## config.mk

```make
export PLATFORM = sky130hd
export DESIGN_NAME = serial_add_ctrl
export DESIGN_NICKNAME = d
export VERILOG_FILES = /design/src/rtl/serial_add_pkg.sv /design/src/rtl/serial_add_ctrl_rca.sv /design/src/rtl/serial_add_ctrl.sv
export SDC_FILE = /design/constraint.sdc
export NUM_CORES = 1
export LEC_CHECK = 0
export ABC_CLOCK_PERIOD_IN_PS = 4800
export BUFFER_PORTS_ARGS = -buffer_cell sky130_fd_sc_hd__buf_4
export CAP_MARGIN = 25
export CORE_MARGIN = 10
export CORE_UTILIZATION = 52
export CTS_BUF_LIST = sky130_fd_sc_hd__clkbuf_4
export DETAILED_ROUTE_END_ITERATION = 10
export GPL_TIMING_DRIVEN = 0
export PLACE_DENSITY = 0.76
export SYNTH_ARGS = -nofsm -noshare
export SYNTH_HDL_FRONTEND = slang
export SYNTH_SLANG_ARGS = --single-unit
export TNS_END_PERCENT = 50
```

## constraint.sdc

```tcl
create_clock -name clk -period 4.8 [get_ports clk]
set_clock_uncertainty 0.2 [all_clocks]
set_input_delay 0.24 -clock clk [delete_from_list [all_inputs] [get_ports clk]]
set_output_delay 0.24 -clock clk [all_outputs]
set_load 0.03 [all_outputs]
```

## src/rtl/serial_add_pkg.sv

```systemverilog
// Shared definitions for the nibble-serial add/subtract controller.
package serial_add_pkg;

  typedef enum logic [1:0] {
    IDLE = 2'd0,
    RUN  = 2'd1,
    DONE = 2'd2
  } state_t;

  localparam int unsigned NIBBLE_W  = 4;
  localparam int unsigned WIDTH_DEF = 32;
  localparam int unsigned NIBBLES   = WIDTH_DEF / NIBBLE_W;

  // Nibble count for an arbitrary operand width.
  function automatic int unsigned nibbles_of(input int unsigned width);
    return width / NIBBLE_W;
  endfunction

endpackage

```

## src/rtl/serial_add_ctrl_rca.sv

```systemverilog
// 4-bit ripple-carry adder built from explicit full-adder equations.
module RippleCarryAdder (
  input  logic [3:0] a,
  input  logic [3:0] b,
  input  logic       cin,
  output logic [3:0] sum,
  output logic       cout
);

  logic [4:0] c;

  always_comb begin
    c    = '0;
    sum  = '0;
    c[0] = cin;
    for (int unsigned i = 0; i < 4; i++) begin
      sum[i]   = a[i] ^ b[i] ^ c[i];
      c[i+1]   = (a[i] & b[i]) | (c[i] & (a[i] ^ b[i]));
    end
    cout = c[4];
  end

endmodule

```

## src/rtl/serial_add_ctrl.sv

```systemverilog
// Nibble-serial adder/subtractor: one 4-bit ripple adder reused over WIDTH/4
// cycles, with a valid/ready request side and a valid/ready result side.
module serial_add_ctrl
  import serial_add_pkg::*;
#(
  parameter int unsigned WIDTH = 32
) (
  input  logic             clk,
  input  logic             rst,
  input  logic             start_valid,
  output logic             start_ready,
  input  logic [WIDTH-1:0] a,
  input  logic [WIDTH-1:0] b,
  input  logic             cin,
  input  logic             sub,
  output logic             result_valid,
  input  logic             result_ready,
  output logic [WIDTH-1:0] sum,
  output logic             cout,
  output logic             overflow,
  output logic             busy
);

  localparam int unsigned NIB  = nibbles_of(WIDTH);
  localparam int unsigned IDXW = $clog2(NIB);
  localparam logic [IDXW-1:0] LAST = IDXW'(NIB - 1);

  if ((WIDTH % NIBBLE_W) != 0 || WIDTH < 8) begin : g_bad_width
    $error("serial_add_ctrl: WIDTH must be a multiple of 4 and at least 8");
  end

  state_t           state;
  logic [IDXW-1:0]  idx;
  logic             carry;
  logic [WIDTH-1:0] a_q;
  logic [WIDTH-1:0] b_q;
  logic [WIDTH-1:0] sum_q;
  logic             cout_q;
  logic             ovf_q;
  logic             rv_q;
  logic             busy_q;

  logic [3:0]       a_nib;
  logic [3:0]       b_nib;
  logic [3:0]       s_nib;
  logic             c_nib;

  assign a_nib = a_q[{idx, 2'b00} +: 4];
  assign b_nib = b_q[{idx, 2'b00} +: 4];

  RippleCarryAdder u_rca (
    .a    (a_nib),
    .b    (b_nib),
    .cin  (carry),
    .sum  (s_nib),
    .cout (c_nib)
  );

  // busy_q tracks state != IDLE, so it doubles as the inverse of "in IDLE".
  assign start_ready  = ~busy_q & ~rst;
  assign busy         = busy_q;
  assign result_valid = rv_q;
  assign sum          = sum_q;
  assign cout         = cout_q;
  assign overflow     = ovf_q;

  always_ff @(posedge clk or posedge rst) begin
    if (rst) begin
      state  <= IDLE;
      idx    <= '0;
      carry  <= 1'b0;
      a_q    <= '0;
      b_q    <= '0;
      sum_q  <= '0;
      cout_q <= 1'b0;
      ovf_q  <= 1'b0;
      rv_q   <= 1'b0;
      busy_q <= 1'b0;
    end else begin
      case (state)
        IDLE: begin
          if (start_valid) begin
            a_q    <= a;
            b_q    <= sub ? ~b : b;
            carry  <= sub ? 1'b1 : cin;
            idx    <= '0;
            sum_q  <= '0;
            cout_q <= 1'b0;
            ovf_q  <= 1'b0;
            busy_q <= 1'b1;
            state  <= RUN;
          end
        end
        RUN: begin
          sum_q[{idx, 2'b00} +: 4] <= s_nib;
          carry <= c_nib;
          idx   <= idx + 1'b1;
          if (idx == LAST) begin
            // Flags are taken from the top nibble as it is written.
            cout_q <= c_nib;
            ovf_q  <= (a_q[WIDTH-1] == b_q[WIDTH-1]) & (s_nib[3] != a_q[WIDTH-1]);
            idx    <= '0;
            rv_q   <= 1'b1;
            state  <= DONE;
          end
        end
        DONE: begin
          if (result_ready) begin
            rv_q   <= 1'b0;
            busy_q <= 1'b0;
            state  <= IDLE;
          end
        end
        default: begin
          rv_q   <= 1'b0;
          busy_q <= 1'b0;
          state  <= IDLE;
        end
      endcase
    end
  end

endmodule

```

; After elaboration in Yosys (flattened, before gate mapping)
; Cells that the tools add are included.
[totals]
ff_bits = 106
input_bits = 70
[op_classes]
addsub = 2
eq_ne = 8
n_shift = 4
muxes = 24
bitwise_logic = 27
n_reduce_logical = 8
[ops]
columns = operator, n
row1 = 2-to-1 mux 32 bit, 2
row2 = case mux 32 bit (2 select lines), 1
row3 = indexed part select 32 x 6 -> 4 bit, 2
row4 = bitwise mux 32 bit, 1
row5 = inverter 32 bit, 1
row6 = "variable shift 4 x 7 -> 32 bit, first input constant", 1
row7 = indexed part select 4 x 7 -> 32 bit, 1
row8 = AND reduction 3 bit, 4
row9 = bitwise AND 1 bit, 10
row10 = 2-to-1 mux 1 bit, 8
row11 = XOR 1 bit, 8
row12 = negation 5 -> 7 bit, 1
row13 = 2-to-1 mux 2 bit, 3
row14 = 2-to-1 mux 3 bit, 2
row15 = "!= test 2 bit, second input constant", 3
row16 = case mux 1 bit (2 select lines), 3
row17 = case mux 1 bit (3 select lines), 2
row18 = case mux 2 bit (3 select lines), 1
row19 = case mux 3 bit (2 select lines), 1
row20 = inverter 1 bit, 4
row21 = bitwise OR 1 bit, 4
row22 = AND reduction 2 bit, 2
row23 = "adder 3 x 1 -> 3 bit, second input constant", 1
row24 = "equality test 3 bit, second input constant", 1
row25 = 6 further kinds, 6

; Longest topological paths before layout
[depth]
depth_word = 13
ltp_mapped = 15
depth_no_buf = 12

; By module
; A second synthesis with hierarchy kept.
[unflattened]
hier_cells = 429
hier_area_um2 = 5211.2
[modules_own_cells]
columns = module, instances, cells_each, area_each_um2, seq_area_each_um2
row1 = serial_add_ctrl, 1, 415, 5093.6, 2652.5
row2 = RippleCarryAdder, 1, 14, 117.6, 0.0

; Worst setup path after synthesis
; Ideal clock, no wire load.
[synth_path]
path_kind = register to register
startpoint = register idx[0]
endpoint = register ovf_q (netlist: overflow)
setup_ns = 0.135
arrival_ns = 3.220
path_slack_ns = 1.246
stages_incl_launch_ff = 16
synth_period_minus_slack_ns = 3.554
path_cell_list = dfrtp_1 buf_4 buf_2 mux2i_1 o22ai_1 a21oi_1 fa_1 inv_1 fa_1 inv_1 fa_1 fa_1 clkbuf_1 and3_1 o211ai_1 o211ai_1
[synth_via]
elab_chain_len = 13
[synth_rtl]
columns = element, line_no
row1 = from (decl), serial_add_ctrl.sv:33  ; logic [IDXW-1:0] idx;
row2 = from (signal assigned), serial_add_ctrl.sv:97  ; idx <= idx + 1'b1;
row3 = "indexed part select 32 x 6 -> 4 bit, on equally long branches", "serial_add_ctrl.sv:48, serial_add_ctrl.sv:49"
row4 = XOR 1 bit, serial_add_ctrl_rca.sv:18  ; c[i+1] = (a[i] & b[i]) | (c[i] & (a[i] ^ b[i]));
row5 = bitwise AND 1 bit, serial_add_ctrl_rca.sv:18
row6 = bitwise OR 1 bit, serial_add_ctrl_rca.sv:18
row7 = bitwise AND 1 bit, serial_add_ctrl_rca.sv:18
row8 = bitwise OR 1 bit, serial_add_ctrl_rca.sv:18
row9 = bitwise AND 1 bit, serial_add_ctrl_rca.sv:18
row10 = bitwise OR 1 bit, serial_add_ctrl_rca.sv:18
row11 = XOR 1 bit, serial_add_ctrl_rca.sv:17  ; sum[i] = a[i] ^ b[i] ^ c[i];
row12 = != test 1 bit, serial_add_ctrl.sv:101  ; ovf_q <= (a_q[WIDTH-1] == b_q[WIDTH-1]) & (s_nib[3] != a_q[WIDTH-1]);
row13 = bitwise AND 1 bit, serial_add_ctrl.sv:101
row14 = 2-to-1 mux 1 bit, serial_add_ctrl.sv:98  ; if (idx == LAST) begin
row15 = case mux 1 bit (2 select lines), serial_add_ctrl.sv:80  ; case (state)
row16 = to (signal assigned), serial_add_ctrl.sv:101
row17 = to (decl), serial_add_ctrl.sv:39  ; logic ovf_q;
; Parallel ways exist; a longest one is shown, timed or not. The select of a mux whose other input is x is not followed.
; A chain may end at the register's enable or synchronous reset.

; Worst setup path in the final report
; Ends and elaborated chain as after synthesis.

==> out/results.txt <==
Die area - 14100 µm²
Clk sink count - 106
Inst Count DP - 727
I/O Buffers - 105
RSZ-0062 raised after global routing - no
Worst Path Arrival - 4.40 ns
Total power - 4.22 mW
Cell Pwr Density - 612 nW/µm²
Die W - 119 µm
Fin crit period - 4.21 ns
TritonCTS clock tree - done
Worst setup EP type - flop
Run status - complete, no violations
Setup crit end - overflow$_DFFE_PP0P_
Core ar. - 9640 µm²
Pin count of the biggest net entering global routing - 56
Final hold viol count - 0
Drt first-iter violations - 235
Overflow left after global routing - 0
Finished Layout Cells - 811
Leak Pwr - 3.33 nW
Fin nets - 753
Synthesized area - 5090 µm²
Worst setup path startpoint - idx[0]$_DFFE_PP0P_
CTS buffer count - 9
Initial antenna violation count - 0
YS warnings - 0
Reg2Reg Launch Point - idx[0]$_DFFE_PP0P_
Worst path required time - 4.99 ns
Top cell type's share of synthesized area - 0.521
Worst slew margin - 0.563
Layout area overhead - 35.5%
Hpwl dp - 9.42 mm
Netlist cell types - 44
Total Routing Usage GR - 0.198
Number of max-cap violations - 0
DR vias - 4280
Critical path class - flop to flop
FMAX - 0.238 GHz
Syn_area_per_cell - 10.4 µm²
Reg2reg setup slack - 0.59 ns
Residual DRC count - 0
H-tree levels - 3
Final setup fails - 0
Global-route wire length before repair - 23.1 mm
Antenna cells - 0
Reg clk slew, reported paths - 0.17 ns
Hold Crit Class - input pin to flop
Top cell type by total area after synthesis - dfrtp_1
Commonest non-fill, non-tap cells in the layout - 147 x nand2_1, 107 x buf_4, 106 x dfrtp_1, 68 x dlygate4sd3_1, 32 x xnor2_1
Commonest non-fill, non-tap cell in the layout - nand2_1
Setup TNS - 0 ns
Register area - 2650 µm²
Cell count after synthesis - 488
Chip Height - 119 µm
CTS resizes - 0
Actual slew at the worst max-slew pin - 0.655 ns
Area occupied by multi-input gates - 2190 µm²
DR vias/cell - 5.28
GPL Wtd Cong - 0.825
Initial Utilization - 0.528
Post-synthesis sequential area ratio - 0.521
Io pins - 107
Num rows - 36
Number of slew-limit violations in the final report - 0
Clk_lat worst skew - 0.46 ns
Post-synth EDFFs - 0
Syn Nets - 568
Layout cell share with drive strength beyond 1 - 0.233
Post-synth ARST share - 1.00
Worst reg2reg endpoint - overflow$_DFFE_PP0P_
Clock buffer depth - 2
WL/cell - 17.1 µm
Main synth FF type - dfrtp_1
Reg2reg path depth - 15
Final WL - 13.9 mm
Final period util - 0.877
#FFs+latches synth - 106
DR pass1 iterations - 5
# fillers - 711
Clock root buffer - clkbuf_4
Post-DRT Antenna Nets - 0
Vias in the first global route - 4605
CP Launch Type - flop
Fin Hold WS - 0.0891 ns
Leading post-synthesis cells by cell area - dfrtp_1 52%, nand2_1 11%, xnor2_1 5.5%, mux2i_1 4.9%, o2bb2ai_1 4.1%
Peak supply drop - 0.000413 V
CP max FO - 10
-- worst max-delay path, cell delays in order (launching register included) --
cell and delay (ns):
dfrtp_1 0.45, buf_4 0.28, buf_2 0.37, mux2i_1 0.17
o22ai_1 0.15, a21oi_1 0.08, fa_1 0.41, inv_1 0.07
fa_1 0.16, inv_1 0.05, fa_1 0.37, fa_1 0.48
clkbuf_1 0.46, and3_1 0.23, o211ai_1 0.09, o211ai_1 0.12
-- metrics by stage --
| stage | setup slack (ns) | instance area [µm²] | utilization |
|---|---|---|---|
| after global placement | 0.534 | 6040 | 0.627 |
| after global routing | 0.413 | 6900 | 0.715 |
| after detailed placement | 0.655 | 6070 | 0.630 |
| after CTS | 0.614 | 6900 | 0.715 |
| after floorplan | 1.25 | 5090 | - |
| final | 0.590 | 6900 | 0.715 |
-- area by class of cell --
cell class,instances,share of cell area
clock inverter,6,0.00962
tap,133,0.0241
multi-input combinational,337,0.317
sequential,106,0.385
timing repair buffer,174,0.217
buffer,35,0.0305
inverter,10,0.00581
clock buffer,10,0.0109
-- synth_stat cells, types with 4 or more instances --
master,instances
buf_1,5
buf_6,7
o21ai_1,17
a31oi_1,6
o21ai_0,18
nor2_1,5
nand2_1,147
dfrtp_1,106
buf_2,13
o2bb2ai_1,24
inv_1,10
clkbuf_1,6
o22ai_1,6
a21oi_1,7
mux4_2,8
fa_1,4
mux2i_1,25
ha_1,6
xnor2_1,32
-- flip-flops by register name, summed over array words and instances (netlist names) --
signal        cells
result_valid      1
cout              1
sum              32
state             2
busy              1
overflow          1
idx               3
b_q              32
a_q              32
carry             1
-- layer usage --
metal / global-route usage / routed length (µm)
met2: 0.347 / 6950
met5: 0 / 0
met1: 0.239 / 5780
met4: 0.0550 / 217
met3: 0.0472 / 909
-- timing repair --
action                                 CTS  global route
buffers inserted                         0             0
endpoints found under the hold margin  120             0
hold buffers                            68             0
-- how the worst min path moves through the flow --
stage | startpoint | slack [ns] | to | depth (start not counted)
after global routing | sub | 0.11 | b_q[29]$_DFFE_PP0P_ | 3
after CTS | sub | 0.06 | b_q[29]$_DFFE_PP0P_ | 3
after detailed placement | rst | 0.19 | a_q[9]$_DFFE_PP0P_ | 2
after global placement | a[25] | 0.23 | a_q[25]$_DFFE_PP0P_ | 3
after floorplan | a[0] | 0.15 | a_q[0]$_DFFE_PP0P_ | 2
final | sub | 0.09 | b_q[29]$_DFFE_PP0P_ | 3
-- cell families (layout without fill, tap and decap cells) --
kind of cell	count (synthesis)	after routing	share of synthesized area
fa+ha+maj	10	10	0.0305
flops	106	106	0.521
buf+inv	45	235	0.0487
mux	33	33	0.0846
simple gates	172	172	0.142
compound gates	90	90	0.118
xor+xnor	32	32	0.0551
-- where the power goes --
part	total, mW	leakage (nW)	switching, mW	internal (mW)
logic	2.27	1.90	1.40	0.875
clock network	0.462	0.0707	0.296	0.166
registers	1.49	1.36	0.228	1.26
total	4.22	3.33	1.92	2.30
Note: power is estimated with default switching activity, not from simulation.
